$ cat config.mk
export PLATFORM = sky130hd
export DESIGN_NAME = demodulador_fsk
export DESIGN_NICKNAME = d
export VERILOG_FILES = /design/src/rtl/demodulador_fsk.sv
export SDC_FILE = /design/constraint.sdc
export NUM_CORES = 1
export LEC_CHECK = 0
export BUFFER_PORTS_ARGS = -buffer_cell sky130_fd_sc_hd__buf_2
export CAP_MARGIN = 25
export CORE_UTILIZATION = 45
export DETAILED_ROUTE_END_ITERATION = 16
export HOLD_SLACK_MARGIN = 0.12
export PLACE_DENSITY = 0.7
export SYNTH_ARGS = -nofsm -noshare
export SYNTH_HDL_FRONTEND = slang
export SYNTH_SLANG_ARGS = --single-unit
$ cat constraint.sdc
create_clock -name clk -period 2.5 [get_ports clk]
set_input_delay 0.125 -clock clk [delete_from_list [all_inputs] [get_ports clk]]
set_output_delay 0.125 -clock clk [all_outputs]
set_load 0.01 [all_outputs]
$ cat src/rtl/demodulador_fsk.sv
// demodulador_fsk: recovers FSK data bits by counting
// midscale crossings inside an aligned sample window.
module demodulador_fsk #(
  parameter int AMOSTRAS_POR_BIT = 32,
  parameter int LIMIAR_MEIO      = 128,
  parameter int LIMIAR_CRUZ      = 3,
  parameter int MAX_CRUZ         = 4
) (
  input  logic       clk,
  input  logic       reset,
  input  logic [7:0] amostra,
  input  logic       amostra_valida,
  output logic       bit_dado,
  output logic       bit_valido,
  output logic       portadora,
  output logic       erro_janela
);

  localparam int JW = $clog2(AMOSTRAS_POR_BIT);
  localparam logic [JW-1:0] ULTIMA =
    JW'(AMOSTRAS_POR_BIT - 1);
  localparam logic [JW-1:0] UM_J = JW'(1);
  localparam logic [7:0] MEIO = 8'(LIMIAR_MEIO);
  localparam logic [5:0] CRUZ_MAX = 6'(MAX_CRUZ);
  localparam logic [5:0] CRUZ_UM = 6'(LIMIAR_CRUZ);

  typedef enum logic [1:0] {
    SEM_PORTADORA,
    ADQUIRINDO,
    RASTREANDO
  } estado_t;

  estado_t       estado, estado_d;
  logic [JW-1:0] janela, janela_d;
  logic [5:0]    cruz, cruz_d;
  logic          sinal_ant, sinal_ant_d;
  logic          bit_dado_d;
  logic          bit_valido_d;
  logic          portadora_d;
  logic          erro_d;

  logic          sinal;
  logic          cruzou;
  logic          fecha;
  logic          nula;
  logic          excesso;
  logic [5:0]    cruz_sat;

  assign sinal    = amostra >= MEIO;
  assign cruzou   = sinal ^ sinal_ant;
  assign cruz_sat = (&cruz) ? cruz
                  : cruz + {5'd0, cruzou};
  assign fecha    = janela == ULTIMA;
  assign nula     = cruz_sat == 6'd0;
  assign excesso  = cruz_sat > CRUZ_MAX;

  // State and output registers, all advanced only by the next-state logic
  always_ff @(posedge clk or negedge reset) begin
    if (!reset) begin
      estado      <= SEM_PORTADORA;
      janela      <= '0;
      cruz        <= '0;
      sinal_ant   <= 1'b0;
      bit_dado    <= 1'b0;
      bit_valido  <= 1'b0;
      portadora   <= 1'b0;
      erro_janela <= 1'b0;
    end else begin
      estado      <= estado_d;
      janela      <= janela_d;
      cruz        <= cruz_d;
      sinal_ant   <= sinal_ant_d;
      bit_dado    <= bit_dado_d;
      bit_valido  <= bit_valido_d;
      portadora   <= portadora_d;
      erro_janela <= erro_d;
    end
  end

  // Acquisition/tracking FSM and window close decision
  always_comb begin
    estado_d     = estado;
    janela_d     = janela;
    cruz_d       = cruz;
    sinal_ant_d  = sinal_ant;
    bit_dado_d   = bit_dado;
    portadora_d  = portadora;
    bit_valido_d = 1'b0;
    erro_d       = 1'b0;
    if (amostra_valida) begin
      sinal_ant_d = sinal;
      unique case (estado)
        SEM_PORTADORA: begin
          estado_d = ADQUIRINDO;
        end
        ADQUIRINDO: begin
          if (cruzou) begin
            janela_d    = UM_J;
            cruz_d      = 6'd1;
            portadora_d = 1'b1;
            estado_d    = RASTREANDO;
          end
        end
        RASTREANDO: begin
          if (fecha) begin
            janela_d = '0;
            cruz_d   = '0;
            unique case (1'b1)
              nula: begin
                portadora_d = 1'b0;
                estado_d    = SEM_PORTADORA;
              end
              excesso: begin
                erro_d = 1'b1;
              end
              default: begin
                bit_dado_d   = cruz_sat >= CRUZ_UM;
                bit_valido_d = 1'b1;
              end
            endcase
          end else begin
            janela_d = janela + UM_J;
            cruz_d   = cruz_sat;
          end
        end
        default: begin
          estado_d = SEM_PORTADORA;
        end
      endcase
    end
  end

endmodule
==> reports/metrics.cfg, run 1 <==
[route]
detail_route.wirelength_microns=2100
amount_of_wire_on_met2_after_detailed_routing_microns=997
met3_length_microns=75
top_signal_layer_used=met4
drt-vias-per-instance=5.84
detail_route.wirelength.met1_microns=995
vias=894
final_routed_drc_violation_total=0
wire_per_inst_microns=13.7
detail-route-antenna-nets=0
drtPass1Iterations=4
initialDrtViolationCount=12

[clock_tree]
clock-root-buffer=sky130_fd_sc_hd__clkbuf_4
clk-insertion-delay-late_ns=0.30
number_of_sinks_on_the_clock_net=18
clk_path_buf_depth=2
number_of_clock_buffers_inserted_by_tritoncts=3
postCtsSetupBuffers=0
worst_setup_hold_path_clk_slew_ns=0.11
clock_tree_from_tritoncts=done
clock_tree.htree_level_count=1

[floorplan]
start_util=0.474
die_w_microns=50.0
io_pins=15
placement_rows=17
die_h_microns=50.0
coreArea_sq_mm=0.00219
fp.dieArea_sq_mm=0.00250

[grt]
number_of_global_route_vias_before_repair=895
aggregate_global_route_resource_usage=0.199
antenna_violations_before_repair=0
grt_overflow_total=0
grt_first_pass_wirelength_microns=3730
pin_count_of_the_biggest_net_entering_global_routing=19

[power]
cellPowerDensity_mw_per_mm2=833
power.static_leakage_nw=0.516
ir_drop_v=0.000576

[setup_path]
setup.worst_path.start_class=input port
cp_data_arrival_time_ns=2.50
critical_path.endpoint_type=register
launch_instance_of_the_worst_register_to_register_path=sinal_ant
worstPathRequired_ns=2.70
crit_type=input port to register
worst-path-max-fanout=5
setup_crit_start=amostra[7]

[timing]
report.final.slew_viol_count=0
hold_violations=0
final_critical_path_setup_slack_ns=0.193
totalNegativeSetupSlack_ns=0
rsz0062_at_grt=no
min_period_over_period=0.923
fmaxAchievable_ghz=0.433
worst-slew-pin-transition_ns=0.431
report.final.setup_viol=0
max-slew-margin-rel=0.711
fin_worst_hold_slack_ns=0.266
fin_worst_skew_ns=0.00310
finalWorstPathRequiredPeriod_ns=2.31

[logic_synthesis]
number_of_warnings_printed_during_yosys_synthesis=0
yosys_reg_bits=18
yosys-top-cells-area=sky130_fd_sc_hd__dfrtp_1 (43%), sky130_fd_sc_hd__o21ai_0 (7.2%), sky130_fd_sc_hd__a21oi_1 (5.3%)
seq_area_frac_synth=0.434
synthesis.nets=127
post_synthesis_cell_type_with_the_largest_combined_area=sky130_fd_sc_hd__dfrtp_1
syn-instance-count=112
synth_cell_type_count=39
synth.cell_area_sq_mm=0.00104
postSynthAreaPerCell_sq_um=9.27
synth.top_cell.area_share=0.434

[finish]
fillers=201
layout.nets=141
final_layout_size_suffix_gt1_frac=0.184
antennaDiodeCount=0
final_area_sq_mm=0.00118
syn2layout_area_growth_pct=14.1
final_util=0.541

[place]
dpl-instance-area_sq_mm=0.00111
pre_cts_slack_ns=0.116
gp_congestion=0.942
buffer_ports.inserted=7
dp_hpwl_microns=1540

[outcome]
outcome=finished, final reports clean

[worst_hold_path]
holdCritPathClass=input port to async pin

[run]
maxCapViolations=0

==> where the power goes <==
part / switching [W] / internal, W
Combinational: 0.000197 / 0.000159
Sequential: 0.0000831 / 0.000361
Clock: 0.0000979 / 0.0000890
==> critical path: stages <==
cell and delay, ns:
sky130_fd_sc_hd__dlygate4sd3_1 0.53, sky130_fd_sc_hd__buf_2 0.14, sky130_fd_sc_hd__xor2_2 0.17, sky130_fd_sc_hd__ha_2 0.24, sky130_fd_sc_hd__ha_2 0.24, sky130_fd_sc_hd__nand3_1 0.11
sky130_fd_sc_hd__o31a_1 0.31, sky130_fd_sc_hd__o21ai_2 0.21, sky130_fd_sc_hd__nand3_2 0.09, sky130_fd_sc_hd__a221o_1 0.33
==> area by class of cell <==
cell class / count / area [sq um] / share of cell area
Tap cell: 28 / 35.0 / 0.0296
Inverter: 4 / 15.0 / 0.0127
Clock buffer: 4 / 36.3 / 0.0306
Sequential cell: 18 / 450 / 0.380
Timing Repair Buffer: 13 / 87.6 / 0.0739
Multi-Input combinational cell: 86 / 561 / 0.473
==> what timing repair did <==
action	4_1_cts	5_1_grt
endpoints found under the hold margin	20	0
hold buffers	3	0
resized for setup	0	3
setup endpoints to repair	0	2
==> state kept, by name (all words and copies together) (netlist names) <==
name and count:
estado 2, bit_valido 1, erro_janela 1, bit_dado 1, janela 5, cruz 6, portadora 1, sinal_ant 1
==> worst paths after layout <==
| check | depth (start not counted) | slack, ns | end |
|---|---|---|---|
| worst max-delay path | 10 | 0.19 | estado[1] |
| worst min-delay path | 2 | 0.27 | cruz[4] |
| worst max register to register | 8 | 0.21 | estado[1] |
| worst min register to register | 1 | 0.52 | portadora |
| max in group asynchronous | 2 | 1.95 | bit_valido |
| min in group clk | 1 | 0.52 | portadora |
==> stage by stage <==
step	cells	total power [W]
finish	153	0.000988
global route	153	0.00106
CTS	153	0.000983
detailed placement	146	0.000788
global placement	146	0.000770
floorplan	112	0.000689
==> synth_stat cells <==
cell type and instances:
sky130_fd_sc_hd__a21boi_0 1, sky130_fd_sc_hd__buf_6 1, sky130_fd_sc_hd__inv_1 4, sky130_fd_sc_hd__or3_1 1, sky130_fd_sc_hd__xnor2_1 1, sky130_fd_sc_hd__nor2b_1 1, sky130_fd_sc_hd__buf_2 2, sky130_fd_sc_hd__a32o_1 1
sky130_fd_sc_hd__and4b_1 1, sky130_fd_sc_hd__nand2_1 14, sky130_fd_sc_hd__mux2i_1 1, sky130_fd_sc_hd__a31oi_1 2, sky130_fd_sc_hd__ha_1 4, sky130_fd_sc_hd__nand3b_1 1, sky130_fd_sc_hd__nor2_1 6, sky130_fd_sc_hd__nand4_1 1
sky130_fd_sc_hd__and3_1 2, sky130_fd_sc_hd__and4bb_2 1, sky130_fd_sc_hd__mux2_2 2, sky130_fd_sc_hd__o21ai_0 15, sky130_fd_sc_hd__nand3_1 2, sky130_fd_sc_hd__o32ai_1 1, sky130_fd_sc_hd__clkbuf_1 1, sky130_fd_sc_hd__a41oi_1 1
sky130_fd_sc_hd__dfrtp_1 18, sky130_fd_sc_hd__and3b_1 1, sky130_fd_sc_hd__o21bai_1 1, sky130_fd_sc_hd__or4_4 1, sky130_fd_sc_hd__nor3_1 2, sky130_fd_sc_hd__o31a_1 1, sky130_fd_sc_hd__a221o_1 1, sky130_fd_sc_hd__nand3_2 1
sky130_fd_sc_hd__o22a_1 1, sky130_fd_sc_hd__a21oi_1 11, sky130_fd_sc_hd__o211ai_1 2, sky130_fd_sc_hd__xor2_1 2, sky130_fd_sc_hd__a311o_1 1, sky130_fd_sc_hd__nand2b_1 1, sky130_fd_sc_hd__o21ai_2 1
==> cell usage in the layout (no fill, tap or decap), types with 2 or more instances in the layout <==
cell,n
sky130_fd_sc_hd__inv_1,4
sky130_fd_sc_hd__nor3_1,2
sky130_fd_sc_hd__dlygate4sd3_1,3
sky130_fd_sc_hd__clkbuf_4,3
sky130_fd_sc_hd__o211ai_1,2
sky130_fd_sc_hd__and3_1,2
sky130_fd_sc_hd__ha_1,2
sky130_fd_sc_hd__nor2_1,6
sky130_fd_sc_hd__o21ai_0,15
sky130_fd_sc_hd__nand2_1,14
sky130_fd_sc_hd__buf_4,3
sky130_fd_sc_hd__mux2_2,2
sky130_fd_sc_hd__dfrtp_1,18
sky130_fd_sc_hd__a21oi_1,11
sky130_fd_sc_hd__nand3_1,2
sky130_fd_sc_hd__buf_2,7
sky130_fd_sc_hd__a31oi_1,2
sky130_fd_sc_hd__ha_2,2
==> kinds of logic after synthesis <==
logic type,Yosys count,synth area share
compound gates,40,0.237
simple gates,36,0.186
flops,18,0.434
buf+inv,8,0.0385
fa+ha+maj,4,0.0482
xor+xnor,3,0.0253
mux,3,0.0313
==> per-layer routing <==
metal,up-vias,global-route usage
met5,-,0
met4,0,0.110
met3,6,0.0586
met2,18,0.318
met1,428,0.236
li1,442,-
(Power assumes the default switching activity.)
==> run 2: changes to the inputs <==
- CORE_UTILIZATION: 45 -> 35
- PLACE_DENSITY: 0.7 -> 0.58
==> run 2 against run 1 <==
- utilization decreased by 12 points
- wire length grew 7.7%
- die area rose by 27%
- register-to-register slack got worse by 0.04 ns
- global-route usage decreased by 4.3 points
- non-clock buffer count shrank 1
- combinational power fell by 1%
- cell count increased by 1.3%
- critical endpoint unchanged
- first-iteration DRC count grew 33%
==> reports/metrics.cfg, run 2 (synthesis results as in run 1) <==
[place]
pre_cts_slack_ns=0.0846  ; -0.0315 ns
gp_congestion=0.810  ; -14%
dp_hpwl_microns=1620  ; +5.3%
buffer_ports.inserted=7  ; unchanged

[finish]
antennaDiodeCount=0  ; unchanged
registers.top_by_ff_count=cruz
biggestRegsByFlops=cruz (6), janela (5), estado (2)
layout.cells.most_common=sky130_fd_sc_hd__dfrtp_1
largest_register_ff_count=6  ; unchanged
syn2layout_area_growth_pct=13.3
layout.nets=140  ; -0.71%
layout_common_cells=sky130_fd_sc_hd__dfrtp_1 (18), sky130_fd_sc_hd__o21ai_0 (15), sky130_fd_sc_hd__nand2_1 (14)
final_layout_size_suffix_gt1_frac=0.177  ; -0.00658

[worst_hold_path]
holdCritPathClass=input port to register
depth_of_the_worst_hold_timing_path=2
min-delay-start=amostra_valida
hold_end=sinal_ant

[power]
relative_contribution_of_sequential_cells_to_total_power=0.453  ; +0.003
cellPowerDensity_mw_per_mm2=834  ; about the same
clock_power_share=0.188  ; about the same
power.static_leakage_nw=0.514  ; -0.40%
power.switching_fraction=0.382  ; -0.000866
combPwrFrac=0.359  ; -0.002
power_w=0.000981  ; -0.71%
reported_net_switching_power_w=0.000375  ; -0.93%
ir_drop_v=0.000525  ; -8.9%
internal_power_w=0.000606  ; -0.57%

[clock_tree]
number_of_sinks_on_the_clock_net=18  ; unchanged
clk_path_buf_depth=2  ; unchanged
clock_tree.htree_level_count=1  ; unchanged
postCtsSetupBuffers=0  ; unchanged
number_of_clock_buffers_inserted_by_tritoncts=3  ; unchanged
clock-root-buffer=sky130_fd_sc_hd__clkbuf_4
clock_tree_from_tritoncts=done
worst_setup_hold_path_clk_slew_ns=0.11  ; about the same
clk-insertion-delay-late_ns=0.30  ; about the same

[floorplan]
placement_rows=19  ; +2
start_util=0.373  ; -0.101
coreArea_sq_mm=0.00278  ; +27%
die_h_microns=56.5  ; +13%
io_pins=15  ; unchanged
die_w_microns=56.5  ; +13%
fp.dieArea_sq_mm=0.00319  ; +27%

[route]
drtPass1Iterations=4  ; unchanged
amount_of_wire_on_met2_after_detailed_routing_microns=1140  ; +14%
top_signal_layer_used=met4
final_routed_drc_violation_total=0  ; unchanged
drt-vias-per-instance=5.70  ; -2.4%
vias=884  ; -1.1%
detail_route.wirelength.met1_microns=1050  ; +5.7%
detail_route.wirelength_microns=2260  ; +7.7%
initialDrtViolationCount=16  ; +4
detail-route-antenna-nets=0  ; unchanged
met3_length_microns=56  ; -25%
wire_per_inst_microns=14.6  ; +6.3%

[timing]
report.final.slew_viol_count=0  ; unchanged
final_critical_path_setup_slack_ns=0.112  ; -0.0809 ns
totalNegativeSetupSlack_ns=0  ; unchanged
fin_worst_hold_slack_ns=0.142  ; -0.124 ns
rsz0062_at_grt=no
max-slew-margin-rel=0.707  ; -0.00452
worst-slew-pin-transition_ns=0.438  ; +0.00676 ns
hold_violations=0  ; unchanged
finalWorstPathRequiredPeriod_ns=2.39  ; +0.0809 ns
fin_worst_skew_ns=0.00489  ; +0.00179 ns
report.final.setup_viol=0  ; unchanged
fmaxAchievable_ghz=0.419  ; -3.4%
min_period_over_period=0.955  ; +0.0324

[setup_path]
launch_instance_of_the_worst_register_to_register_path=sinal_ant
crit_cells=10  ; unchanged
critical_path.max_stage_delay_ns=0.54  ; about the same
number_of_cells_on_the_worst_reg_to_reg_path=8  ; unchanged
timing.reg2reg.setup_slack_ns=0.17  ; -0.04 ns
worst-path-max-fanout=5  ; unchanged
critical_path.n_buffers_inverters=2  ; unchanged
crit_type=input port to register
cp_delay_by_family_top=compound AO/OA/AOI/OAI gates
critical_path.reg2reg.endpoint=estado[1]
worstPathRequired_ns=2.69  ; about the same
path_cells=dlygate4sd3_1 > buf_2 > xor2_2 > ha_2 > ha_1 > nand3_1 > o31a_1 > o21ai_2 > nand3_2 > a221o_1
cp_data_arrival_time_ns=2.58  ; +0.08 ns
critical_path.endpoint_type=register
setup.worst_path.start_class=input port
slowest_stage=sky130_fd_sc_hd__dlygate4sd3_1

[outcome]
outcome=finished, final reports clean

[grt]
number_of_global_route_vias_before_repair=885  ; -1.1%
grt_overflow_total=0  ; unchanged
aggregate_global_route_resource_usage=0.156  ; -0.0427
grt_first_pass_wirelength_microns=3880  ; +4.1%
pin_count_of_the_biggest_net_entering_global_routing=19  ; unchanged
antenna_violations_before_repair=0  ; unchanged

[run]
maxCapViolations=0  ; unchanged

==> run 2: layout make-up <==
type | count | area, sq um
clock buffers | 4 | 36.3
fillers | 286 | 1610
inverters | 4 | 15.0
multi-input cells | 86 | 558
flip-flops and latches | 18 | 450
well taps | 31 | 38.8
repair buffers | 12 | 77.6
==> run 2: metal layers <==
layer  vias to the layer above  GRT usage
met5                         -          0
met4                         0     0.0383
met3                         2     0.0484
met2                        15      0.266
met1                       428      0.193
li1                        439          -
==> run 2: worst max-delay path by stage <==
stage | from | slack (ns) | end
6_report | amostra[7] | 0.11 | estado[1]
5_1_grt | amostra[7] | 0.03 | estado[1]
4_1_cts | amostra[7] | 0.04 | estado[1]
3_5_place_dp | sinal_ant | 0.08 | estado[1]
3_3_place_gp | sinal_ant | 0.16 | estado[1]
2_1_floorplan | sinal_ant | 0.31 | estado[1]
==> run 2: repair_timing <==
item / 4_1_cts / 5_1_grt
hold buffers: 2 / 0
gates resized for setup: 0 / 2
endpoints found under the setup margin: 0 / 2
endpoints found under the hold margin: 19 / 0
==> run 2: power by group through the flow <==
| stage | clock network (W) | registers (W) | logic, W |
|---|---|---|---|
| 5_1_grt | 0.000202 | 0.000457 | 0.000399 |
| 6_report | 0.000184 | 0.000445 | 0.000352 |
| 3_5_place_dp | 0 | 0.000446 | 0.000349 |
| 4_1_cts | 0.000191 | 0.000441 | 0.000352 |
| 2_1_floorplan | 0 | 0.000427 | 0.000262 |
| 3_3_place_gp | 0 | 0.000440 | 0.000335 |
==> run 2: metrics by stage <==
| stage | utilization | cell area, sq um | cells |
|---|---|---|---|
| after floorplan | - | 1040 | 112 |
| after global placement | 0.399 | 1110 | 149 |
| after detailed placement | 0.399 | 1110 | 149 |
| after CTS | 0.419 | 1170 | 155 |
| after global routing | 0.423 | 1180 | 155 |
| final | 0.423 | 1180 | 155 |
==> run 3: changes to the inputs <==
- BUFFER_PORTS_ARGS: -buffer_cell sky130_fd_sc_hd__buf_2 -> unset
- DONT_BUFFER_PORTS: unset -> 1
- PLACE_DENSITY: 0.58 -> 0.54
==> run 3 against run 2 <==
- global-route usage fell by 1.1 points
- register-to-register slack improved by 0.02 ns
- power fell by 0.84%
- hold slack improved by 0.052 ns
- non-clock buffer count fell by 5
- critical endpoint unchanged
- first-iteration DRC count rose by 19%
- combinational power fell by 2%
- sequential power barely moved
- count of clock-buffer cells in the layout did not move
- utilization fell by 0.54 points
==> reports/metrics.cfg, run 3 (synthesis results as in run 1) <==
[power]
internal_power_w=0.000604  ; -0.24%
cellPowerDensity_mw_per_mm2=837  ; +0.44%
power.switching_fraction=0.378  ; -0.00375
ir_drop_v=0.000629  ; +20%
power.static_leakage_nw=0.491  ; -4.5%
combPwrFrac=0.356  ; -0.003
clock_power_share=0.187  ; about the same
reported_net_switching_power_w=0.000368  ; -1.8%
relative_contribution_of_sequential_cells_to_total_power=0.457  ; +0.004

[setup_path]
number_of_cells_on_the_worst_reg_to_reg_path=8  ; unchanged
setup.worst_path.start_class=register
cp_data_arrival_time_ns=2.49  ; -0.09 ns
launch_instance_of_the_worst_register_to_register_path=sinal_ant
crit_type=register to register
critical_path.endpoint_type=register
worstPathRequired_ns=2.68  ; about the same
critical_path.reg2reg.endpoint=estado[1]
timing.reg2reg.setup_slack_ns=0.19  ; +0.02 ns
worst-path-max-fanout=5  ; unchanged

[floorplan]
io_pins=15  ; unchanged
placement_rows=19  ; unchanged
start_util=0.373  ; unchanged
fp.dieArea_sq_mm=0.00319  ; unchanged
die_w_microns=56.5  ; unchanged
coreArea_sq_mm=0.00278  ; unchanged
die_h_microns=56.5  ; unchanged

[finish]
layout.nets=135  ; -3.6%
sequential_area_sq_um=450  ; unchanged
final_util=0.417  ; -0.00540
largest_register_ff_count=6  ; unchanged
syn2layout_area_growth_pct=11.8
layout_common_cells=sky130_fd_sc_hd__dfrtp_1 (18), sky130_fd_sc_hd__o21ai_0 (15), sky130_fd_sc_hd__nand2_1 (14)
antennaDiodeCount=0  ; unchanged
biggestRegsByFlops=cruz (6), janela (5), estado (2)
fillers=286  ; unchanged
layout.cells.most_common=sky130_fd_sc_hd__dfrtp_1
final_layout_size_suffix_gt1_frac=0.126  ; -0.0514
multiInputGateArea_sq_um=558  ; unchanged
registers.top_by_ff_count=cruz

[outcome]
outcome=finished, final reports clean

[clock_tree]
clk-insertion-delay-late_ns=0.29  ; about the same
worst_setup_hold_path_clk_slew_ns=0.10  ; about the same
number_of_sinks_on_the_clock_net=18  ; unchanged
clock-root-buffer=sky130_fd_sc_hd__clkbuf_4
postCtsSetupBuffers=0  ; unchanged
clock_tree.htree_level_count=1  ; unchanged
clk_path_buf_depth=2  ; unchanged
clock_tree_from_tritoncts=done
number_of_clock_buffers_inserted_by_tritoncts=3  ; unchanged

[route]
detail-route-antenna-nets=0  ; unchanged
initialDrtViolationCount=19  ; +3
vias=839  ; -5.1%
wire_per_inst_microns=14.0  ; -3.8%
final_routed_drc_violation_total=0  ; unchanged
drtPass1Iterations=4  ; unchanged
drt-vias-per-instance=5.59  ; -1.9%
detail_route.wirelength_microns=2110  ; -6.9%

[timing]
max-slew-margin-rel=0.450  ; -0.257
rsz0062_at_grt=no
report.final.setup_viol=0  ; unchanged
worst-slew-pin-transition_ns=0.822  ; +0.384 ns
fmaxAchievable_ghz=0.434  ; +3.5%
totalNegativeSetupSlack_ns=0  ; unchanged
finalWorstPathRequiredPeriod_ns=2.31  ; -0.0817 ns
report.final.slew_viol_count=0  ; unchanged
fin_worst_skew_ns=0.00615  ; +0.00126 ns
hold_violations=0  ; unchanged
min_period_over_period=0.923  ; -0.0327

[grt]
antenna_violations_before_repair=0  ; unchanged
pin_count_of_the_biggest_net_entering_global_routing=19  ; unchanged
aggregate_global_route_resource_usage=0.145  ; -0.0115
grt_overflow_total=0  ; unchanged
number_of_global_route_vias_before_repair=824  ; -6.9%
grt_first_pass_wirelength_microns=3660  ; -5.7%

[worst_hold_path]
depth_of_the_worst_hold_timing_path=3  ; +1
hold_end=estado[0]
min-delay-start=amostra[7]
holdCritPathClass=input port to register

[place]
buffer_ports.inserted=0  ; -7
dp_hpwl_microns=1510  ; -7.1%
gp_congestion=0.813  ; +0.32%

[run]
maxCapViolations=0  ; unchanged

[run 3: critical path, cell delays in order, from the launching register on]
cell                      delay (ns)
sky130_fd_sc_hd__dfrtp_1        0.42
sky130_fd_sc_hd__xor2_2         0.22
sky130_fd_sc_hd__ha_1           0.25
sky130_fd_sc_hd__ha_2           0.25
sky130_fd_sc_hd__nand3_1        0.11
sky130_fd_sc_hd__o31a_1         0.30
sky130_fd_sc_hd__o21ai_2        0.21
sky130_fd_sc_hd__nand3_2        0.10
sky130_fd_sc_hd__a221o_1        0.33
[run 3: worst max-delay path by stage]
| stage | start | to | cells after the start |
|---|---|---|---|
| final | sinal_ant | estado[1] | 8 |
| after global routing | sinal_ant | estado[1] | 8 |
| after CTS | sinal_ant | estado[1] | 8 |
| after detailed placement | sinal_ant | estado[1] | 8 |
| after global placement | sinal_ant | estado[1] | 8 |
| after floorplan | sinal_ant | estado[1] | 8 |
[run 3: metal layers]
layer	track usage	vias up	share of wire
met4	0.0209	0	0.0043
met2	0.247	7	0.48
met3	0.0484	2	0.019
li1	-	430	-
met5	0	-	0
met1	0.181	400	0.50
[run 3: area by class of cell]
class	instances	share of cell area
clock buffers	4	0.0313
repair buffers	7	0.0539
multi-input cells	86	0.481
well taps	31	0.0334
flip-flops and latches	18	0.388
inverters	4	0.0129
[run 3: stage by stage]
step                power, W  hold slack [ns]  std cells  area, sq um  setup WS, ns
floorplan           0.000689           -0.171        112         1040         0.308
global placement    0.000765           -0.170        142         1070         0.128
detailed placement  0.000775           -0.170        142         1070         0.104
CTS                 0.000976            0.215        150         1150        0.0712
global route         0.00105            0.195        150         1160        0.0411
finish              0.000972            0.194        150         1160         0.194
[run 3: power by group through the flow]
stage / clock network, W / logic [W] / registers, W
6_report: 0.000182 / 0.000346 / 0.000444
5_1_grt: 0.000200 / 0.000389 / 0.000456
4_1_cts: 0.000192 / 0.000342 / 0.000443
3_5_place_dp: 0 / 0.000326 / 0.000449
3_3_place_gp: 0 / 0.000322 / 0.000443
2_1_floorplan: 0 / 0.000262 / 0.000427
[run 3: repair_timing]
item,4_1_cts,5_1_grt
resized for setup,0,2
endpoints found under the hold margin,23,0
hold buffers,4,0
setup endpoints to repair,0,3
